## src/rtl/seq_detect_prog.sv

```systemverilog
// rtl/seq_detect_prog.sv - programmable serial bit-pattern detector with saturating match counter
module seq_detect_prog #(
    parameter int MAX_LEN = 8,
    parameter int LEN_W   = 4,
    parameter int CNT_W   = 8
) (
    input  logic               clk,
    input  logic               rst_n,
    input  logic               cfg_load,
    input  logic [MAX_LEN-1:0] cfg_pattern,
    input  logic [LEN_W-1:0]   cfg_len,
    input  logic               cfg_overlap,
    input  logic               din_valid,
    input  logic               din,
    input  logic               clr_cnt,
    output logic               flag,
    output logic [CNT_W-1:0]   match_cnt,
    output logic               cnt_sat,
    output logic [1:0]         state
);

    localparam logic [1:0] S_IDLE  = 2'd0;
    localparam logic [1:0] S_FILL  = 2'd1;
    localparam logic [1:0] S_ARMED = 2'd2;
    localparam logic [LEN_W-1:0] LEN_MAX = LEN_W'(MAX_LEN);

    logic [1:0]         state_q, state_d;
    logic [MAX_LEN-1:0] pattern_q, pattern_d;
    logic [LEN_W-1:0]   len_q, len_d;
    logic               overlap_q, overlap_d;
    // Only MAX_LEN-1 past bits are kept; the current bit completes the window.
    logic [MAX_LEN-2:0] hist_q, hist_d;
    logic [LEN_W-1:0]   fill_q, fill_d;
    logic               flag_q, flag_d;
    logic [CNT_W-1:0]   cnt_q, cnt_d;
    logic               sat_q, sat_d;

    logic [LEN_W-1:0]   len_clamp;
    logic [LEN_W-1:0]   fill_inc;
    logic [MAX_LEN-1:0] new_hist;
    logic [MAX_LEN-1:0] len_mask;
    logic               accept;
    logic               complete;
    logic               match;

    always_comb begin
        len_clamp = (cfg_len > LEN_MAX) ? LEN_MAX : cfg_len;
        fill_inc  = fill_q + LEN_W'(1);
        new_hist  = {hist_q, din};
        for (int i = 0; i < MAX_LEN; i++) begin
            len_mask[i] = (i < int'(len_q));
        end
        accept   = din_valid && !cfg_load && (state_q != S_IDLE);
        complete = accept && ((state_q == S_ARMED) || (fill_inc == len_q));
        match    = complete && (((new_hist ^ pattern_q) & len_mask) == '0);
    end

    always_ff @(posedge clk) begin
        if (!rst_n) begin
            state_q   <= S_IDLE;
            pattern_q <= '0;
            len_q     <= '0;
            overlap_q <= 1'b1;
            hist_q    <= '0;
            fill_q    <= '0;
            flag_q    <= 1'b0;
            cnt_q     <= '0;
            sat_q     <= 1'b0;
        end else begin
            state_q   <= state_d;
            pattern_q <= pattern_d;
            len_q     <= len_d;
            overlap_q <= overlap_d;
            hist_q    <= hist_d;
            fill_q    <= fill_d;
            flag_q    <= flag_d;
            cnt_q     <= cnt_d;
            sat_q     <= sat_d;
        end
    end

    always_comb begin
        state_d   = state_q;
        pattern_d = pattern_q;
        len_d     = len_q;
        overlap_d = overlap_q;
        hist_d    = hist_q;
        fill_d    = fill_q;
        if (cfg_load) begin
            pattern_d = cfg_pattern;
            len_d     = len_clamp;
            overlap_d = cfg_overlap;
            hist_d    = '0;
            fill_d    = '0;
            state_d   = (len_clamp == '0) ? S_IDLE : S_FILL;
        end else if (accept) begin
            hist_d = new_hist[MAX_LEN-2:0];
            if (state_q == S_FILL) begin
                fill_d = fill_inc;
            end
            if (complete) begin
                state_d = S_ARMED;
            end
            // Non-overlapping: a match consumes its bits, so refill from scratch.
            if (match && !overlap_q) begin
                fill_d  = '0;
                state_d = S_FILL;
            end
        end
    end

    always_comb begin
        flag_d = match;
        cnt_d  = cnt_q;
        sat_d  = sat_q;
        if (clr_cnt) begin
            cnt_d = match ? CNT_W'(1) : '0;
            sat_d = 1'b0;
        end else if (match) begin
            if (&cnt_q) begin
                sat_d = 1'b1;
            end else begin
                cnt_d = cnt_q + CNT_W'(1);
            end
        end
    end

    assign flag      = flag_q;
    assign match_cnt = cnt_q;
    assign cnt_sat   = sat_q;
    assign state     = state_q;

endmodule

```

## config.mk

```make
export PLATFORM = sky130hd
export DESIGN_NAME = seq_detect_prog
export DESIGN_NICKNAME = d
export VERILOG_FILES = /design/src/rtl/seq_detect_prog.sv
export SDC_FILE = /design/constraint.sdc
export NUM_CORES = 1
export LEC_CHECK = 0
export ABC_AREA = 0
export CORE_MARGIN = 1
export CORE_UTILIZATION = 46
export CTS_CLUSTER_DIAMETER = 120
export DETAILED_ROUTE_END_ITERATION = 6
export PLACE_DENSITY = 0.74
export SYNTH_ARGS = -nofsm -noshare
export SYNTH_HDL_FRONTEND = slang
export SYNTH_SLANG_ARGS = --single-unit
export TNS_END_PERCENT = 20
```

## constraint.sdc

```tcl
create_clock -name clk -period 2 [get_ports clk]
set_input_delay 0.6 -clock clk [delete_from_list [all_inputs] [get_ports clk]]
set_output_delay 0.6 -clock clk [all_outputs]
set_load 0.1 [all_outputs]
```

### Word level (Yosys, flattened, before mapping)

Cells that the tools add are included.

* add/sub/neg operators: 2
* $lt $le $gt $ge: 9
* eq/ne operators: 4
* muxes and demuxes: 12
* bitwise gates (word level): 3
* reductions and logical operators: 22

Operators with widths (count)
* $mux 8: 3
* $lt 3x4->1 const A: 4
* $mux 4: 3
* $reduce_and 9->1: 1
* $add 8x1->8 const B: 1
* $and 8x8->8: 1
* $logic_not 8->1: 1
* $lt 1x4->1 const A: 2
* $lt 2x4->1 const A: 2
* $mux 2: 4
* $reduce_and 8->1: 1
* $reduce_bool 2->1: 4
* $xor 8x8->8: 1
* $reduce_and 2->1: 3
* $logic_and 1x1->1: 5
* $add 4x1->4 const B: 1
* $eq 4x4->1: 1
* $gt 4x4->1 const B: 1
* $logic_not 4->1: 1
* $reduce_or 2->1: 2
* $reduce_bool 3->1: 1
* $eq 2x1->1 const B: 1
* $eq 2x2->1 const B: 1
* $logic_not 1->1: 2
* 4 further kinds: 5

* bits in registers: 36
* input bits: 19
* output and inout bits: 12
* word-level logic and storage cells: 61

### Longest topological paths before layout

Gate-level depths: netlist of run 1.

* depth after elaboration: 9
* mapped depth: 9
* gate-level depth less buffers: 7

### Worst setup path after synthesis of run 1

OpenSTA, ideal clock, no wires.

* path kind: register to register
* from: register state_q[1] (netlist: state[1])
* to: register cnt_q[6] (netlist: match_cnt[6])
* setup time: 0.070 ns
* data arrival time: 2.174 ns
* data required time: 1.930 ns
* slack: -0.244 ns
* cell stages (with the launch flop): 7
* path buffers: 1
* clock period less this slack: 2.244 ns
* cells stage by stage: dfxtp_1 > o21ai_1 > nor2_1 > nand4b_4 > buf_6 > or3_1 > a21oi_1

* word-level cells in the longest chain between the ends: 6
* elaborated cells on any way between the ends: 8
* those cells by class: eq/ne: 1; reduce/logical: 7

Ends and longest elaborated chain
* start, declared: line 27 `logic [1:0] state_q, state_d;`
* start signal, assigned: line 70 `state_q <= state_d;`
* $eq 2x2->1 / $reduce_bool 2->1 (equally long branches): line 54, 53
* $logic_or 1x1->1 / $logic_and 1x1->1 (equally long branches): line 54, 53
* $logic_and 1x1->1 *: line 54 `complete = accept && ((state_q == S_ARMED) || (fill_inc == len_q));`
* $logic_and 1x1->1 *: line 55 `match = complete && (((new_hist ^ pattern_q) & len_mask) == '0);`
* $reduce_bool 2->1 (no source line) *
* $reduce_and 2->1 (no source line) *
* end signal, assigned: line 77 `cnt_q <= cnt_d;`
* end, declared: line 35 `logic [CNT_W-1:0] cnt_q, cnt_d;`

Every way passes the cells marked *; elsewhere a longest branch is shown, timed or not.
A chain may end at the register's enable or synchronous reset.

### Worst setup path in the final report of run 1

* from: input din
* to: register cnt_q[2] (netlist: match_cnt[2])

* word-level cells in the longest chain between the ends: 6

Ends and longest elaborated chain
* start, declared: line 14 `input logic din,`
* $xor 8x8->8: line 55
* $and 8x8->8: line 55
* $logic_not 8->1: line 55
* $logic_and 1x1->1: line 55
* $reduce_bool 2->1 (no source line)
* $reduce_and 2->1 (no source line)

No other way between the ends.

==> out/metrics.yaml, run 1 <==
sta:
  setup_viol: 5
  worst_slack_ns: -0.0321
  min_period_over_period_pct: 102
  max_freq_ghz: 0.492
  period_needed_ns: 2.03
  worst_pin_slew_ns: 0.387
  fin_hold_ws_ns: 0.469
  drv_slew: 0
  rsz0062_at_grt: "yes"
  relSlewSlack_pct: 74.1
  skew_ns: 0.00896
  hold_viol_final: 0
hold_path:
  min_path_type: "flip-flop to flip-flop"
routing:
  via_per_inst: 5.45
  wl_per_cell_um: 13.9
  num_vias: 1569
  drt-initial-drc-count: 64
  routed_wl_um: 3990
  drc: 0
  ant_nets: 0
  dr.pass1.iters: 4
yosys:
  synth_edf_count: 0
  synth_nets: 217
  ys_ff_latch: 36
  avgSynthCellArea_um2: 8.75
  synthCells: 196
  synthArstFlopShare_pct: 0
  synth.distinct_cells: 43
  synth_area_mm2: 0.00172
  ys_warn_count: 0
  synth_ff_type: "dfxtp_1"
  yosysSeqAreaShare_pct: 42.0
die:
  fp.dieH_um: 63.1
  die_w_um: 63.1
  die_area_mm2: 0.00398
  initial_core_util_pct: 49.8
  ios: 31
  row_count: 21
  core_area_mm2: 0.00344
worst_setup_path:
  crit_type: "input pin to flip-flop"
  start_kind: "input pin"
  cp.arrival_ns: 2.21
  cp-end-kind: "flip-flop"
  path_cells: "dlygate4sd2_1, xor2_2, o2bb2ai_2, a2111oi_4, nand4b_4, buf_12, o311ai_2, o41ai_1"
  cp_max_fo: 17
  crit_required_ns: 2.17
  cp_slowest_cell: "a2111oi_4"
  max_stage_delay_ns: 0.33
layout:
  nets: 262
  ff_latch_area_um2: 728
  stdcell_count: 288
  multi_input_area_um2: 971
  syn_to_final_growth_pct: 41.6
  fill_cells: 246
  diodes: 0
  drive_gt1_share_pct: 20.2
power_and_ir_drop:
  leakage_uw: 0.000892
  power_uw: 1470
  power_density_mw_per_mm2: 606
  vdd_drop_max_v: 0.000403
place:
  dp_slack_ns: -0.599
  dp_cells: 277
  dp_hpwl_um: 3030
  finalWeightedCongestion: 0.790
  io_buffers: 30
global_routing:
  grt_max_degree: 18
  grt_pass1_vias: 1525
  grt_usage_pct: 22.1
  grt_pass1_wl_um: 6730
  gr-total-overflow: 0
  antenna_found_initial: 0
clock_tree:
  cts_tree: "done"
  clk_pin_slew_ns: 0.07
  cts-htree-levels: 2
  root_buffer: "clkbuf_8"
  cts_max_path_buffers: 2
  clock-sinks: 36
  worstSkewPairLatency_ns: 0.29
  cts_buffers: 5
job:
  max_cap_violations: 0
outcome:
  violations: "setup timing"
  status: "complete, but fails checks"
[placed cells by master (no fill, tap or decap), drive strengths merged, types with 3 or more instances in the layout]
master	count
clkdlybuf4s50	17
o21ai	8
mux2i	11
xnor2	10
a21oi	15
xor2	6
clkbuf	8
inv	5
nand2	27
nand2b	3
nor2	19
dfxtp	36
buf	28
nand3	3
or3	4
o22ai	3
nor3	6
[critical path: cells and delay by family]
| kind | cells | cell delay, ns |
|---|---|---|
| AO/OA/AOI/OAI | 4 | 0.85 |
| AND/OR/NAND/NOR | 1 | 0.16 |
| buffers and inverters | 2 | 0.43 |
| XOR/XNOR | 1 | 0.16 |
[cell usage after synthesis, types with 3 or more instances]
library cell / instances / share of area (%)
nand2_1: 27 / 5.9
nand3_1: 3 / 0.88
mux2i_1: 11 / 6.4
o21ai_1: 7 / 2.0
nand2b_1: 3 / 1.1
o22ai_1: 3 / 1.1
xnor2_1: 10 / 5.1
nor3_1: 6 / 1.8
nor2_1: 19 / 4.2
clkbuf_1: 4 / 0.88
dfxtp_1: 36 / 42
xor2_1: 5 / 2.6
inv_1: 4 / 0.88
or3_1: 4 / 1.5
a21oi_1: 15 / 4.4
[power by group]
group          total, uW  leakage, uW  switching [uW]  internal [uW]
combinational        188     0.000551            88.6           98.9
sequential           755     0.000295            20.5            735
clock                529    0.0000455             248            281
total               1470     0.000892             358           1110
[registers in the layout, summed over array words and instances (netlist names)]
register,flops
state,2
hist_q,7
cnt_sat,1
flag,1
pattern_q,8
len_q,4
match_cnt,8
fill_q,4
overlap_q,1
[path summary, 6_finish.rpt]
check                               start  slack (ns)            to  cells past startpoint
worst min register to register  hist_q[6]        0.47     hist_q[6]                      2
worst max-delay path                  din       -0.03  match_cnt[2]                      8
worst max register to register  fill_q[0]       -0.03  match_cnt[2]                      8
worst min-delay path            hist_q[6]        0.47     hist_q[6]                      2
[kinds of logic after synthesis]
family / Yosys count / synth area share [%]
buffers and inverters: 13 / 3.94
AND/OR/NAND/NOR: 76 / 21.7
multiplexers: 11 / 6.42
XOR/XNOR: 16 / 8.61
adder cells (fa/ha/maj): 2 / 1.46
flip-flops: 36 / 42.0
AO/OA/AOI/OAI: 42 / 15.8
[timing repair]
action                     CTS  global route
setup endpoints to repair   15            14
buffers inserted             3             0
gates resized for setup      2             4
pin swaps                    5             1
hold buffers                 0             0
[layer usage]
layer  vias to the layer above  track usage (%)  wire [um]
met5                         -                0          0
met4                         0             9.01         66
met3                         6             5.62        184
met2                        39             39.2       2050
met1                       744             24.9       1690
li1                        780                -          -
[through the flow]
step           utilization, %  area [um2]  TNS, ns
6_report                 70.6        2430  -0.0988
5_1_grt                  70.6        2430   -0.906
4_1_cts                  70.1        2410   -0.362
3_5_place_dp             66.6        2290    -7.82
3_3_place_gp             66.6        2290    -7.74
2_1_floorplan               -        1740  -0.0261
[layout make-up]
type                       count  share of cell area, %
clock buffer                   8                   3.71
inverter                       5                  0.772
timing repair buffer          46                   23.2
multi-input combinational    147                   40.0
tap                           46                   2.37
sequential                    36                   30.0
Power figures use the tool's default switching activity.
==> run 2, diff against run 1 <==
--- a/config.mk
+++ b/config.mk
@@ -7,10 +7,11 @@
 export LEC_CHECK = 0
 export ABC_AREA = 0
 export CORE_MARGIN = 1
-export CORE_UTILIZATION = 46
+export CORE_UTILIZATION = 63
 export CTS_CLUSTER_DIAMETER = 120
 export DETAILED_ROUTE_END_ITERATION = 6
-export PLACE_DENSITY = 0.74
+export DONT_BUFFER_PORTS = 1
+export PLACE_DENSITY = 0.79
 export SYNTH_ARGS = -nofsm -noshare
 export SYNTH_HDL_FRONTEND = slang
 export SYNTH_SLANG_ARGS = --single-unit
==> constraint.sdc (replaced) <==
create_clock -name clk -period 2.5 [get_ports clk]
set_input_delay 0.75 -clock clk [delete_from_list [all_inputs] [get_ports clk]]
set_output_delay 0.75 -clock clk [all_outputs]
set_load 0.1 [all_outputs]
==> run 2 against run 1 <==
Compared with the run above:
- the run now ends clean
- clock skew is 0.0021 ns lower
- global-route usage grew 6.5 points
- first-iteration DRC count decreased by 4.7%
- wire length shrank 7.5%
- largest cell class unchanged
- largest power group unchanged
==> out/metrics.yaml, run 2 (synthesized netlist as in run 1, its figures left out) <==
die:
  ios: 31  # unchanged
  initial_core_util_pct: 68.0  # +18 points
  die_area_mm2: 0.00294  # -26%
  fp.dieH_um: 54.2  # -14%
  core_area_mm2: 0.00252  # -27%
  die_w_um: 54.2  # -14%
  row_count: 18  # -14%
layout:
  diodes: 0  # unchanged
  drive_gt1_share_pct: 11.9  # -8.3 points
  syn_to_final_growth_pct: 9.12
  final_area_mm2: 0.00187  # -23%
  most-common-layout-cells: "dfxtp_1, nand2_1, nor2_1, a21oi_1, buf_4"
  fill_cells: 201  # -18%
  nets: 230  # -12%
  stdcell_count: 240  # -17%
  final_common_cell: "dfxtp_1"
clock_tree:
  clock-sinks: 36  # unchanged
  cts_buffers: 5  # unchanged
  root_buffer: "clkbuf_4"
  cts_setup_buffers: 0  # -3
  cts_tree: "done"
  cts-resized-gates: 0  # -2
  cts_max_path_buffers: 2  # unchanged
  clk_pin_slew_ns: 0.11  # +0.04 ns
  worstSkewPairLatency_ns: 0.35  # +0.06 ns
  cts-htree-levels: 2  # unchanged
  hold_buffers: 0  # unchanged
worst_setup_path:
  crit_type: "flip-flop to flip-flop"
  r2r_setup_slack_ns: 0.21  # +0.24 ns
  r2r-end: "match_cnt[3]"
  cp-end-kind: "flip-flop"
  start_kind: "flip-flop"
  worstReg2RegStart: "fill_q[0]"
  cp.arrival_ns: 2.58  # +0.37 ns
  crit_required_ns: 2.79  # +0.62 ns
  cp_max_fo: 14  # -3
  worstSetupStartpoint: "fill_q[0]"
  crit_end: "match_cnt[3]"
  rr_worst_depth: 7  # -1
routing:
  drt-initial-drc-count: 61  # -4.7%
  wl_per_cell_um: 15.4  # +11%
  ant_nets: 0  # unchanged
  num_vias: 1458  # -7.1%
  via_per_inst: 6.08  # +12%
  dr.pass1.iters: 4  # unchanged
  drc: 0  # unchanged
  routed_wl_um: 3690  # -7.5%
place:
  dp_hpwl_um: 2670  # -12%
  io_buffers: 0  # -100%
  dp_cells: 232  # -16%
  placed_cell_area_mm2: 0.00181  # -21%
  finalWeightedCongestion: 0.833  # +5.4%
outcome:
  status: "completed"
power_and_ir_drop:
  power_density_mw_per_mm2: 547  # -9.7%
  leakage_uw: 0.000687  # -23%
  vdd_drop_max_v: 0.000634  # +57%
  power_uw: 1020  # -30%
global_routing:
  gr-total-overflow: 0  # unchanged
  grt_pass1_wl_um: 5730  # -15%
  grt_usage_pct: 28.6  # +6.5 points
  grt_pass1_vias: 1277  # -16%
  antenna_found_initial: 0  # unchanged
  grt_max_degree: 24  # +6
sta:
  finalSetupTns_ns: 0  # +0.0988 ns
  min_period_over_period_pct: 91.6
  skew_ns: 0.00688  # -0.00208 ns
  worst_pin_slew_ns: 0.481  # +0.0943 ns
  setup_viol: 0  # -5
  period_needed_ns: 2.29
  hold_viol_final: 0  # unchanged
  relSlewSlack_pct: 67.9  # -6.2 points
  max_freq_ghz: 0.436
  rsz0062_at_grt: "no"
  drv_slew: 0  # unchanged
hold_path:
  hp-start: "rst_n"
  min_path_type: "input pin to flip-flop"
job:
  max_cap_violations: 0  # unchanged
[run 2: cell types whose count changed in the layout (fill, tap and decap cells not counted), sizes merged]
cell	before	now
buf	28	14
clkbuf	8	7
clkinvlp	0	1
clkdlybuf4s50	17	0
dlygate4sd2	1	0
[run 2: worst min path at each step]
| stage | to | cells after the start |
|---|---|---|
| final | overlap_q | 1 |
| after global routing | overlap_q | 1 |
| after CTS | overlap_q | 1 |
| after detailed placement | hist_q[6] | 2 |
| after global placement | hist_q[6] | 2 |
| after floorplan | hist_q[6] | 2 |
[run 2: report_power, final]
group	switching [uW]	internal [uW]	total [uW]
registers	14.9	587	602
clock network	197	138	334
logic	50.0	37.4	87.4
[run 2: final cells by class]
class / count / area [um2] / area share, %
clock inverters: 1 / 7.51 / 0.401
flip-flops and latches: 36 / 721 / 38.5
inverters: 5 / 18.8 / 1.00
well taps: 30 / 37.5 / 2.01
clock buffers: 7 / 55.1 / 2.94
repair buffers: 14 / 105 / 5.61
multi-input cells: 147 / 927 / 49.5
[run 2: stage by stage]
step | worst slack [ns] | util [%] | hold slack (ns)
detailed placement | 0.0660 | 71.7 | 0.460
global placement | 0.120 | 71.7 | 0.454
global route | 0.0880 | 74.2 | 0.464
finish | 0.209 | 74.2 | 0.464
CTS | 0.222 | 74.2 | 0.460
floorplan | 0.256 | - | 0.448
[run 2: metal layers]
layer | global-route usage, % | vias to the layer above | wire length [um]
met4 | 13.7 | 0 | 58
met5 | 0 | - | 0
li1 | - | 719 | -
met3 | 10.5 | 6 | 303
met2 | 43.5 | 52 | 1790
met1 | 35.6 | 681 | 1540
[run 2: critical path, stage by stage, from the launching register on]
cell and delay (ns):
dfxtp_1 0.45, ha_1 0.30, xnor2_1 0.14, nand2_1 0.06
o32a_1 0.36, nand4b_4 0.29, or4_1 0.56, o21ai_1 0.09
==> run 3, diff against run 2 <==
--- a/config.mk
+++ b/config.mk
@@ -6,12 +6,15 @@
 export NUM_CORES = 1
 export LEC_CHECK = 0
 export ABC_AREA = 0
+export CELL_PAD_IN_SITES_DETAIL_PLACEMENT = 1
+export CELL_PAD_IN_SITES_GLOBAL_PLACEMENT = 2
 export CORE_MARGIN = 1
-export CORE_UTILIZATION = 63
+export CORE_UTILIZATION = 40
 export CTS_CLUSTER_DIAMETER = 120
 export DETAILED_ROUTE_END_ITERATION = 6
 export DONT_BUFFER_PORTS = 1
-export PLACE_DENSITY = 0.79
+export PLACE_DENSITY_LB_ADDON = 0.1
+export SETUP_SLACK_MARGIN = 0.2
 export SYNTH_ARGS = -nofsm -noshare
 export SYNTH_HDL_FRONTEND = slang
 export SYNTH_SLANG_ARGS = --single-unit
==> run 3 against run 2 <==
Compared with the run above:
- core utilization fell by 25 points
- count of clock-buffer cells in the layout did not move
- clock skew rose by 0.0031 ns
- sequential power about the same
- worst hold slack better by 0.0081 ns
- final cell count is 9.6% higher
- clock power increased by 33%
- first-iteration DRC count rose by 57%
- sequential cell count unchanged
- design area increased by 5.8%
- register-to-register slack better by 0.12 ns
- critical path type unchanged
==> out/metrics.yaml, run 3 (synthesized netlist as in run 1, its figures left out) <==
global_routing:
  grt_max_degree: 24  # unchanged
  grt_use_met1_pct: 23.1  # -12 points
  grt_pass1_vias: 1481  # +16%
  gr-total-overflow: 0  # unchanged
  busiest_layer: "met2"
  grt_pass1_wl_um: 6840  # +19%
  met2_usage_pct: 38.0  # -5.5 points
  gr-usage-met3_pct: 6.76  # -3.7 points
  grt_usage_pct: 20.9  # -7.8 points
  antenna_found_initial: 0  # unchanged
layout:
  stdcell_count: 263  # +9.6%
  fill_cells: 482  # +140%
  syn_to_final_growth_pct: 15.5
  diodes: 0  # unchanged
  final_common_cell: "dfxtp_1"
  most-common-layout-cells: "dfxtp_1, nand2_1, nor2_1, buf_4, a21oi_1"
  nets: 234  # +1.7%
  drive_gt1_share_pct: 13.6  # +1.7 points
worst_setup_path:
  worstSetupStartpoint: "fill_q[0]"
  cp-end-kind: "flip-flop"
  rr_worst_depth: 7  # unchanged
  crit_required_ns: 2.72  # -0.07 ns
  start_kind: "flip-flop"
  r2r-end: "match_cnt[3]"
  worstReg2RegStart: "fill_q[0]"
  cp.arrival_ns: 2.39  # -0.19 ns
  r2r_setup_slack_ns: 0.33  # +0.12 ns
  crit_end: "match_cnt[3]"
  cp_max_fo: 7  # -7
  crit_type: "flip-flop to flip-flop"
job:
  max_cap_violations: 0  # unchanged
outcome:
  status: "completed"
routing:
  ant_nets: 0  # unchanged
  routed_wl_um: 4360  # +18%
  num_vias: 1452  # -0.41%
  drc: 0  # unchanged
  dr.pass1.iters: 4  # unchanged
  drt-initial-drc-count: 96  # +57%
  wl_per_cell_um: 16.6  # +7.8%
  via_per_inst: 5.52  # -9.1%
sta:
  drv_slew: 0  # unchanged
  period_needed_ns: 2.17  # -0.121 ns
  relSlewSlack_pct: 68.0  # +0.083 points
  max_freq_ghz: 0.461  # +5.6%
  skew_ns: 0.0100  # +0.00312 ns
  hold_viol_final: 0  # unchanged
  rsz0062_at_grt: "no"
  min_period_over_period_pct: 86.8  # -4.8 points
  setup_viol: 0  # unchanged
  worst_pin_slew_ns: 0.480  # -0.00125 ns
  finalSetupTns_ns: 0  # unchanged
die:
  die_w_um: 67.5  # +25%
  ios: 31  # unchanged
  row_count: 23  # +5
  die_area_mm2: 0.00455  # +55%
  core_area_mm2: 0.00406  # +61%
  fp.dieH_um: 67.5  # +25%
  initial_core_util_pct: 42.3  # -26 points
clock_tree:
  clk_pin_slew_ns: 0.07  # -0.04 ns
  clock-sinks: 36  # unchanged
  cts-htree-levels: 2  # unchanged
  hold_buffers: 0  # unchanged
  worstSkewPairLatency_ns: 0.29  # -0.06 ns
  cts_max_path_buffers: 2  # unchanged
  cts_tree: "done"
  cts_buffers: 5  # unchanged
  root_buffer: "clkbuf_8"
power_and_ir_drop:
  power_density_mw_per_mm2: 576  # +5.2%
  leakage_uw: 0.000729  # +6.1%
  vdd_drop_max_v: 0.000327  # -48%
place:
  dp_cells: 253  # +9.1%
  io_buffers: 0  # unchanged
  dp_hpwl_um: 3330  # +24%
  finalWeightedCongestion: 0.819  # -1.7%
hold_path:
  min_path_type: "flip-flop to flip-flop"
run 3: cell type report:
type                    instances  area (um2)  share of cell area, %
flip-flops and latches         36         721                   36.4
clock buffers                   7        96.3                   4.86
multi-input cells             148         955                   48.2
repair buffers                 17         128                   6.44
well taps                      50        62.6                   3.16
inverters                       5        18.8                  0.948
run 3: timing repair:
item	CTS	global route
resized for setup	0	1
endpoints found under the setup margin	0	1
buffers inserted	0	2
hold endpoints to repair	0	0
run 3: worst min path at each step:
stage               from   endpoint  slack, ns  depth (start not counted)
6_report       hist_q[5]  hist_q[6]       0.47                          2
5_1_grt        hist_q[6]  hist_q[6]       0.50                          2
4_1_cts        hist_q[5]  hist_q[6]       0.48                          2
3_5_place_dp   hist_q[6]  hist_q[6]       0.47                          2
3_3_place_gp   hist_q[6]  hist_q[6]       0.45                          2
2_1_floorplan  hist_q[6]  hist_q[6]       0.45                          2
run 3: critical path, cell delays in order, from the launching register on:
cell and delay (ns):
dfxtp_1 0.32, ha_1 0.33, xnor2_1 0.14, nand2_1 0.06, o32a_1 0.37, nand4b_4 0.24
or4_1 0.54, o21ai_1 0.09
run 3: routing by layer:
layer / share of wire [%] / vias to the layer above
met5: 0 / -
met4: 0.80 / 0
met3: 4.2 / 4
met2: 51 / 32
met1: 44 / 690
li1: - / 726
run 3: through the flow:
step                hold WS [ns]  cell area (um2)  power [uW]  utilization [%]  setup WS (ns)
floorplan                  0.448             1720         691                -          0.256
global placement           0.455             1840         702             45.4         0.0879
detailed placement         0.468             1840         706             45.4         0.0436
CTS                        0.475             1940        1150             47.8          0.244
global route               0.497             1980        1190             48.8          0.244
finish                     0.472             1980        1140             48.8          0.330
run 3: where the power goes:
group	total [uW]	switching [uW]	internal, uW	leakage, uW
registers	602	14.8	587	0.000293
clock network	443	197	245	0.0000503
logic	95.4	54.9	40.4	0.000386
total	1140	267	873	0.000729
